## config.mk

```make
export PLATFORM = sky130hd
export DESIGN_NAME = accum_ascii_tx
export DESIGN_NICKNAME = d
export VERILOG_FILES = /design/src/rtl/accum_tx_pkg.sv /design/src/rtl/uart_tx_byte.sv /design/src/rtl/accum_ascii_tx.sv
export SDC_FILE = /design/constraint.sdc
export NUM_CORES = 1
export LEC_CHECK = 0
export CORE_ASPECT_RATIO = 0.6
export CORE_MARGIN = 1.5
export CORE_UTILIZATION = 35
export CTS_BUF_LIST = sky130_fd_sc_hd__clkbuf_16
export DETAILED_ROUTE_END_ITERATION = 8
export PLACE_DENSITY = 0.57
export SLEW_MARGIN = 20
export SYNTH_ARGS = -nofsm -noshare
export SYNTH_HDL_FRONTEND = slang
export SYNTH_SLANG_ARGS = --single-unit
```

## constraint.sdc

```tcl
create_clock -name CLOCK_50 -period 2.75 [get_ports CLOCK_50]
set_input_delay 0.825 -clock CLOCK_50 [delete_from_list [all_inputs] [get_ports CLOCK_50]]
set_output_delay 0.825 -clock CLOCK_50 [all_outputs]
set_load 0.03 [all_outputs]
```

## src/rtl/accum_tx_pkg.sv

```systemverilog
// Shared types and constants for the accumulator ASCII transmit path.
// Latency: n/a (declarations only).
// Backpressure: n/a.
package accum_tx_pkg;

    typedef enum logic [2:0] {
        IDLE,
        CONV_H,
        CONV_T,
        LOAD,
        SEND
    } state_t;

    localparam logic [7:0] ASCII_ZERO = 8'h30;
    localparam logic [7:0] ASCII_CR   = 8'h0D;
    localparam logic [7:0] ASCII_LF   = 8'h0A;

    // Character idx of the message: three digits, then CR, LF.
    function automatic logic [7:0] msg_char(input logic [2:0] idx,
                                            input logic [3:0] h,
                                            input logic [3:0] t,
                                            input logic [3:0] o);
        logic [7:0] c;
        case (idx)
            3'd0:    c = ASCII_ZERO + {4'd0, h};
            3'd1:    c = ASCII_ZERO + {4'd0, t};
            3'd2:    c = ASCII_ZERO + {4'd0, o};
            3'd3:    c = ASCII_CR;
            default: c = ASCII_LF;
        endcase
        return c;
    endfunction

endpackage

```

## src/rtl/uart_tx_byte.sv

```systemverilog
// UART 8N1 byte serializer, LSB first, CLKS_PER_BIT cycles per bit.
// Latency: TxD drops to the start bit at the edge that accepts tx_start.
// Backpressure: tx_start taken when !tx_busy; tx_busy drops in the tx_done cycle so bytes run gapless.
module uart_tx_byte #(
    parameter int CLKS_PER_BIT = 434
) (
    input  logic       CLOCK_50,
    input  logic       Reset,
    input  logic       tx_start,
    input  logic [7:0] tx_data,
    output logic       tx_busy,
    output logic       tx_done,
    output logic       TxD
);

    localparam int CW = (CLKS_PER_BIT > 1) ? $clog2(CLKS_PER_BIT) : 1;
    localparam logic [CW-1:0] CNT_LAST = CW'(CLKS_PER_BIT - 1);

    typedef enum logic [1:0] {PH_START, PH_DATA, PH_STOP} phase_t;

    logic          active;
    phase_t        phase;
    logic [2:0]    bit_idx;
    logic [CW-1:0] cnt;
    logic [7:0]    shreg;
    logic          bit_end;
    logic          accept;

    assign bit_end = active && (cnt == CNT_LAST);
    assign tx_done = bit_end && (phase == PH_STOP);
    assign tx_busy = active && !tx_done;
    assign accept  = tx_start && !tx_busy;

    always_ff @(posedge CLOCK_50) begin
        if (Reset) begin
            active  <= 1'b0;
            phase   <= PH_START;
            bit_idx <= 3'd0;
            cnt     <= '0;
            shreg   <= 8'd0;
            TxD     <= 1'b1;
        end else if (accept) begin
            active  <= 1'b1;
            phase   <= PH_START;
            bit_idx <= 3'd0;
            cnt     <= '0;
            shreg   <= tx_data;
            TxD     <= 1'b0;
        end else if (active) begin
            if (bit_end) begin
                cnt <= '0;
                case (phase)
                    PH_START: begin
                        phase <= PH_DATA;
                        TxD   <= shreg[0];
                    end
                    PH_DATA: begin
                        // shreg[0] is the bit on the line; shreg[1] is the next one
                        shreg <= {1'b0, shreg[7:1]};
                        if (bit_idx == 3'd7) begin
                            phase <= PH_STOP;
                            TxD   <= 1'b1;
                        end else begin
                            bit_idx <= bit_idx + 3'd1;
                            TxD     <= shreg[1];
                        end
                    end
                    default: begin
                        active <= 1'b0;
                        TxD    <= 1'b1;
                    end
                endcase
            end else begin
                cnt <= cnt + CW'(1);
            end
        end
    end

endmodule

```

## src/rtl/accum_ascii_tx.sv

```systemverilog
// Prints an 8-bit value as three ASCII decimal digits (+ optional CR LF) over UART 8N1.
// Latency: first start bit h+t+3 cycles after Start is accepted; Done at end of last stop bit.
// Backpressure: Start ignored (not queued) while Busy.
module accum_ascii_tx
    import accum_tx_pkg::*;
#(
    parameter int CLK_HZ       = 50_000_000,
    parameter int BAUD         = 115200,
    parameter int SEND_NEWLINE = 1
) (
    input  logic       CLOCK_50,
    input  logic       Reset,
    input  logic [7:0] Value,
    input  logic       Start,
    output logic       Busy,
    output logic       Done,
    output logic       TxD
);

    localparam int CLKS_PER_BIT = (CLK_HZ + BAUD / 2) / BAUD;
    localparam logic [2:0] LAST_IDX = (SEND_NEWLINE != 0) ? 3'd4 : 3'd2;

    state_t     state, state_nx;
    logic [7:0] rem;
    logic [3:0] h, t, o;
    logic [2:0] idx;
    logic       done_nx;
    logic       tx_start, tx_busy, tx_done;
    logic [7:0] tx_data;

    assign Busy = (state != IDLE);

    always_ff @(posedge CLOCK_50) begin
        if (Reset) begin
            state <= IDLE;
            Done  <= 1'b0;
        end else begin
            state <= state_nx;
            Done  <= done_nx;
        end
    end

    // Next char is handed to the serializer in the cycle its predecessor's stop bit ends.
    always_comb begin
        state_nx = state;
        tx_start = 1'b0;
        tx_data  = msg_char(idx, h, t, o);
        done_nx  = 1'b0;
        case (state)
            IDLE:   if (Start) state_nx = CONV_H;
            CONV_H: if (rem < 8'd100) state_nx = CONV_T;
            CONV_T: if (rem < 8'd10) state_nx = LOAD;
            LOAD: begin
                if (!tx_busy) begin
                    tx_start = 1'b1;
                    tx_data  = msg_char(3'd0, h, t, o);
                    state_nx = SEND;
                end
            end
            SEND: begin
                if (tx_done) begin
                    if (idx == LAST_IDX) begin
                        done_nx  = 1'b1;
                        state_nx = IDLE;
                    end else begin
                        tx_start = 1'b1;
                        tx_data  = msg_char(idx + 3'd1, h, t, o);
                    end
                end
            end
            default: state_nx = IDLE;
        endcase
    end

    always_ff @(posedge CLOCK_50) begin
        if (Reset) begin
            rem <= 8'd0;
            h   <= 4'd0;
            t   <= 4'd0;
            o   <= 4'd0;
            idx <= 3'd0;
        end else begin
            case (state)
                IDLE: begin
                    if (Start) begin
                        rem <= Value;
                        h   <= 4'd0;
                        t   <= 4'd0;
                    end
                end
                CONV_H: begin
                    if (rem >= 8'd100) begin
                        rem <= rem - 8'd100;
                        h   <= h + 4'd1;
                    end
                end
                CONV_T: begin
                    if (rem >= 8'd10) begin
                        rem <= rem - 8'd10;
                        t   <= t + 4'd1;
                    end else begin
                        o <= rem[3:0];
                    end
                end
                LOAD: idx <= 3'd0;
                SEND: if (tx_done && idx != LAST_IDX) idx <= idx + 3'd1;
                default: ;
            endcase
        end
    end

    uart_tx_byte #(
        .CLKS_PER_BIT(CLKS_PER_BIT)
    ) u_tx (
        .CLOCK_50(CLOCK_50),
        .Reset   (Reset),
        .tx_start(tx_start),
        .tx_data (tx_data),
        .tx_busy (tx_busy),
        .tx_done (tx_done),
        .TxD     (TxD)
    );

endmodule

```

==> results.yml <==
setup_path:
  end_kind: "output pin"
  worstRegToRegCells: 7
  crit_chain: "or3_1, clkdlybuf4s50_1"
  worstReg2RegStart: "idx[0]"
  critical_path.startpoint: "state[2]"
  reg2reg_to: "u_tx.shreg[0]"
  critPathArrivalTime_ns: 1.67
  slowest_stage: "sky130_fd_sc_hd__clkdlybuf4s50_1"
  cp.required_ns: 1.93
  critical_path.startpoint_type: "register"
  worst-path-max-fanout: 2
  worst-r2r-setup-slack_ns: 0.51
  critPathMaxStageDelay_ns: 0.62
  setup.worst_path.class: "register to output pin"
place:
  port_buffers: 13
  gpl.final_weighted_congestion: 0.8577
  placed_cells_incl_taps: 452
  minimum_setup_slack_after_placement_ns: 0.1874
  placedInstanceArea_mm2: 0.003163
  hpwlAfterDp_um: 5066
floorplanning:
  initial_utilization_pct: 36.52
  core_area_mm2: 0.007976
  fp.dieArea_mm2: 0.008897
  placementRows: 25
  dieWidth_um: 120.8
  ios: 14
  die_span_in_y_um: 73.67
clocking:
  setup_buffers_after_cts: 0
  clk_path_buf_depth: 2
  cts_stage_hold_buffer_count: 0
  cts_buffers: 5
  clkSinkCount: 49
  tritoncts: "yes"
  clkTransAtPathRegs_ns: 0.07
  root_buf_cell: "sky130_fd_sc_hd__clkbuf_16"
  ctsResizeCount: 0
  worst_skew_late_latency_ns: 0.30
  h-tree-depth: 2
layout:
  design.final.nets: 380
  layout.cells.non_filler: 460
  filler_cell_count: 793
  design_area_final_mm2: 0.003329
  drive_gt1_share_pct: 8.807
  area_growth_pct: 14.30
  antenna-diode-count: 0
synthesis:
  post_synth_num_cell_types: 63
  synth-async-reset-ratio_pct: 0
  ys.warnings.count: 0
  netlist_instances: 341
  yosys_most_used_dff: "sky130_fd_sc_hd__dfxtp_1"
  cell_area_after_technology_mapping_mm2: 0.002913
  ys_seq_elements: 49
  syn-num-nets: 370
  synth_seq_area_share_pct: 33.68
  synth-edff-count: 0
  syn_avg_cell_area_um2: 8.542
outcome:
  status: "complete, no violations"
routing:
  avgRoutedWirePerCell_um: 15.45
  route.final.wire_length_um: 7106
  remaining_antenna_violation_count_after_routing: 0
  detail_route.drc_violations: 0
  detailedRoute.firstPassIterationCount: 4
  vias_per_cell: 5.548
  route.vias.total: 2552
  detail_route.iter0.violations: 188
pwr:
  power_per_cell_area_mw_per_mm2: 840.3
  vdd.ir_drop.worst_mv: 0.2648
  post-layout-total-power_mw: 2.798
  leakagePower_nw: 1.237
sta:
  timing.final.setup_violations: 0
  hold_viol_final: 0
  fin_setup_tns_ns: 0
  setup_slack_ns: 0.2586
  slew_viol_final: 0
  max_slew_margin_pct: 61.79
  finalClockSkew_ns: 0.009972
  timing.fmax_mhz: 401.4
  timing.final.crit_share_pct: 90.60
  fin_crit_ns: 2.491
  worst_pin_slew_ns: 0.5706
  rsz0062_at_grt: "no"
worst_hold_path:
  worstHoldPathCells: 2
  hold_start: "u_tx.bit_idx[1]"
  worst_hold_path_type: "register to register"
  timing.hold.worst_endpoint: "u_tx.bit_idx[1]"
global_route:
  global_route_wire_length_before_repair_um: 11880
  pin_count_of_the_biggest_net_entering_global_routing: 35
  grt_overflow: 0
  grt_antenna_before_repair: 0
  track_usage_pct: 17.24
  vias_in_the_first_global_route: 2341
run:
  cap_viol_max_count: 0
==> registers in the layout, indices dropped and copies added (netlist names), 4 cells and up <==
| register | cells |
|---|---|
| u_tx.shreg | 6 |
| u_tx.cnt | 9 |
| rem | 8 |
| o | 4 |
| h | 4 |
| t | 4 |
==> area by class of cell <==
class                      instances  area, µm²  area share, %
clock buffer                       5      125.1          3.758
clock inverter                     3      41.29          1.240
inverter                          12      45.04          1.353
multi-input combinational        263       1807          54.27
sequential                        49      980.9          29.46
tap                              108      135.1          4.059
timing repair buffer              20      195.2          5.862
==> cell usage after synthesis, types with 6 or more instances <==
| cell | number | area [µm²] |
|---|---|---|
| sky130_fd_sc_hd__ha_1 | 18 | 225.2 |
| sky130_fd_sc_hd__nor3_1 | 7 | 35.03 |
| sky130_fd_sc_hd__nor2_1 | 46 | 172.7 |
| sky130_fd_sc_hd__buf_2 | 7 | 35.03 |
| sky130_fd_sc_hd__o21ai_0 | 15 | 75.07 |
| sky130_fd_sc_hd__a221oi_1 | 6 | 52.55 |
| sky130_fd_sc_hd__nand2_1 | 20 | 75.07 |
| sky130_fd_sc_hd__nand3_1 | 6 | 30.03 |
| sky130_fd_sc_hd__xor2_1 | 8 | 70.07 |
| sky130_fd_sc_hd__mux2i_1 | 6 | 60.06 |
| sky130_fd_sc_hd__xnor2_1 | 8 | 70.07 |
| sky130_fd_sc_hd__a21oi_1 | 27 | 135.1 |
| sky130_fd_sc_hd__inv_1 | 12 | 45.04 |
| sky130_fd_sc_hd__dfxtp_1 | 49 | 980.9 |
| sky130_fd_sc_hd__clkbuf_1 | 7 | 26.28 |
| sky130_fd_sc_hd__a211oi_1 | 9 | 67.56 |
==> worst max-delay path by stage <==
stage	cells past startpoint	slack, ns	endpoint
after floorplan	7	0.69	state[1]
after global placement	6	0.22	state[1]
after detailed placement	6	0.19	state[1]
after CTS	2	0.25	Busy
after global routing	2	0.23	Busy
final	2	0.26	Busy
==> cell families after synthesis <==
family	Yosys count	synth area share, %
compound gates	98	23.63
fa+ha+maj	18	7.732
xor+xnor	16	4.811
mux	7	2.449
simple gates	124	23.41
flops	49	33.68
buf+inv	29	4.295
==> worst max-delay path: cells and delay by family (launching register included) <==
kind	cells	cell delay, ns
flops	1	0.31
buf+inv	1	0.62
simple gates	1	0.43
==> per-layer routing <==
metal	wire length [µm]	vias to the layer above	GRT usage (%)
met4	76	0	4.706
met5	0	-	0
met2	2675	70	23.30
met3	433	7	5.124
li1	-	1277	-
met1	3920	1198	26.06
==> stage by stage <==
stage	utilization (%)	hold WS, ns
finish	41.74	0.4868
global route	41.74	0.5113
CTS	41.74	0.4885
detailed placement	39.65	0.4718
global placement	39.65	0.4634
floorplan	-	0.4469
==> placed cells by master, fill, tap and decap left out, types with 5 or more instances in the layout <==
master                            synthesis  routed
sky130_fd_sc_hd__dfxtp_1                 49      49
sky130_fd_sc_hd__nor2_1                  46      46
sky130_fd_sc_hd__a21oi_1                 27      27
sky130_fd_sc_hd__nand2_1                 20      20
sky130_fd_sc_hd__ha_1                    18      18
sky130_fd_sc_hd__o21ai_0                 15      15
sky130_fd_sc_hd__clkdlybuf4s50_1          0      13
sky130_fd_sc_hd__inv_1                   12      12
sky130_fd_sc_hd__a211oi_1                 9       9
sky130_fd_sc_hd__xnor2_1                  8       8
sky130_fd_sc_hd__xor2_1                   8       8
sky130_fd_sc_hd__nor3_1                   7       7
sky130_fd_sc_hd__nand3_1                  6       6
sky130_fd_sc_hd__mux2i_1                  6       6
sky130_fd_sc_hd__a221oi_1                 6       6
sky130_fd_sc_hd__buf_4                    2       6
sky130_fd_sc_hd__nand4_1                  5       5
sky130_fd_sc_hd__a22oi_1                  5       5
sky130_fd_sc_hd__clkbuf_16                0       5
==> where the power goes <==
part | total [mW] | switching (mW) | internal [mW]
clock | 0.714 | 0.288 | 0.427
sequential | 0.944 | 0.136 | 0.808
combinational | 1.14 | 0.659 | 0.481
Note: power is estimated with default switching activity, not from simulation.
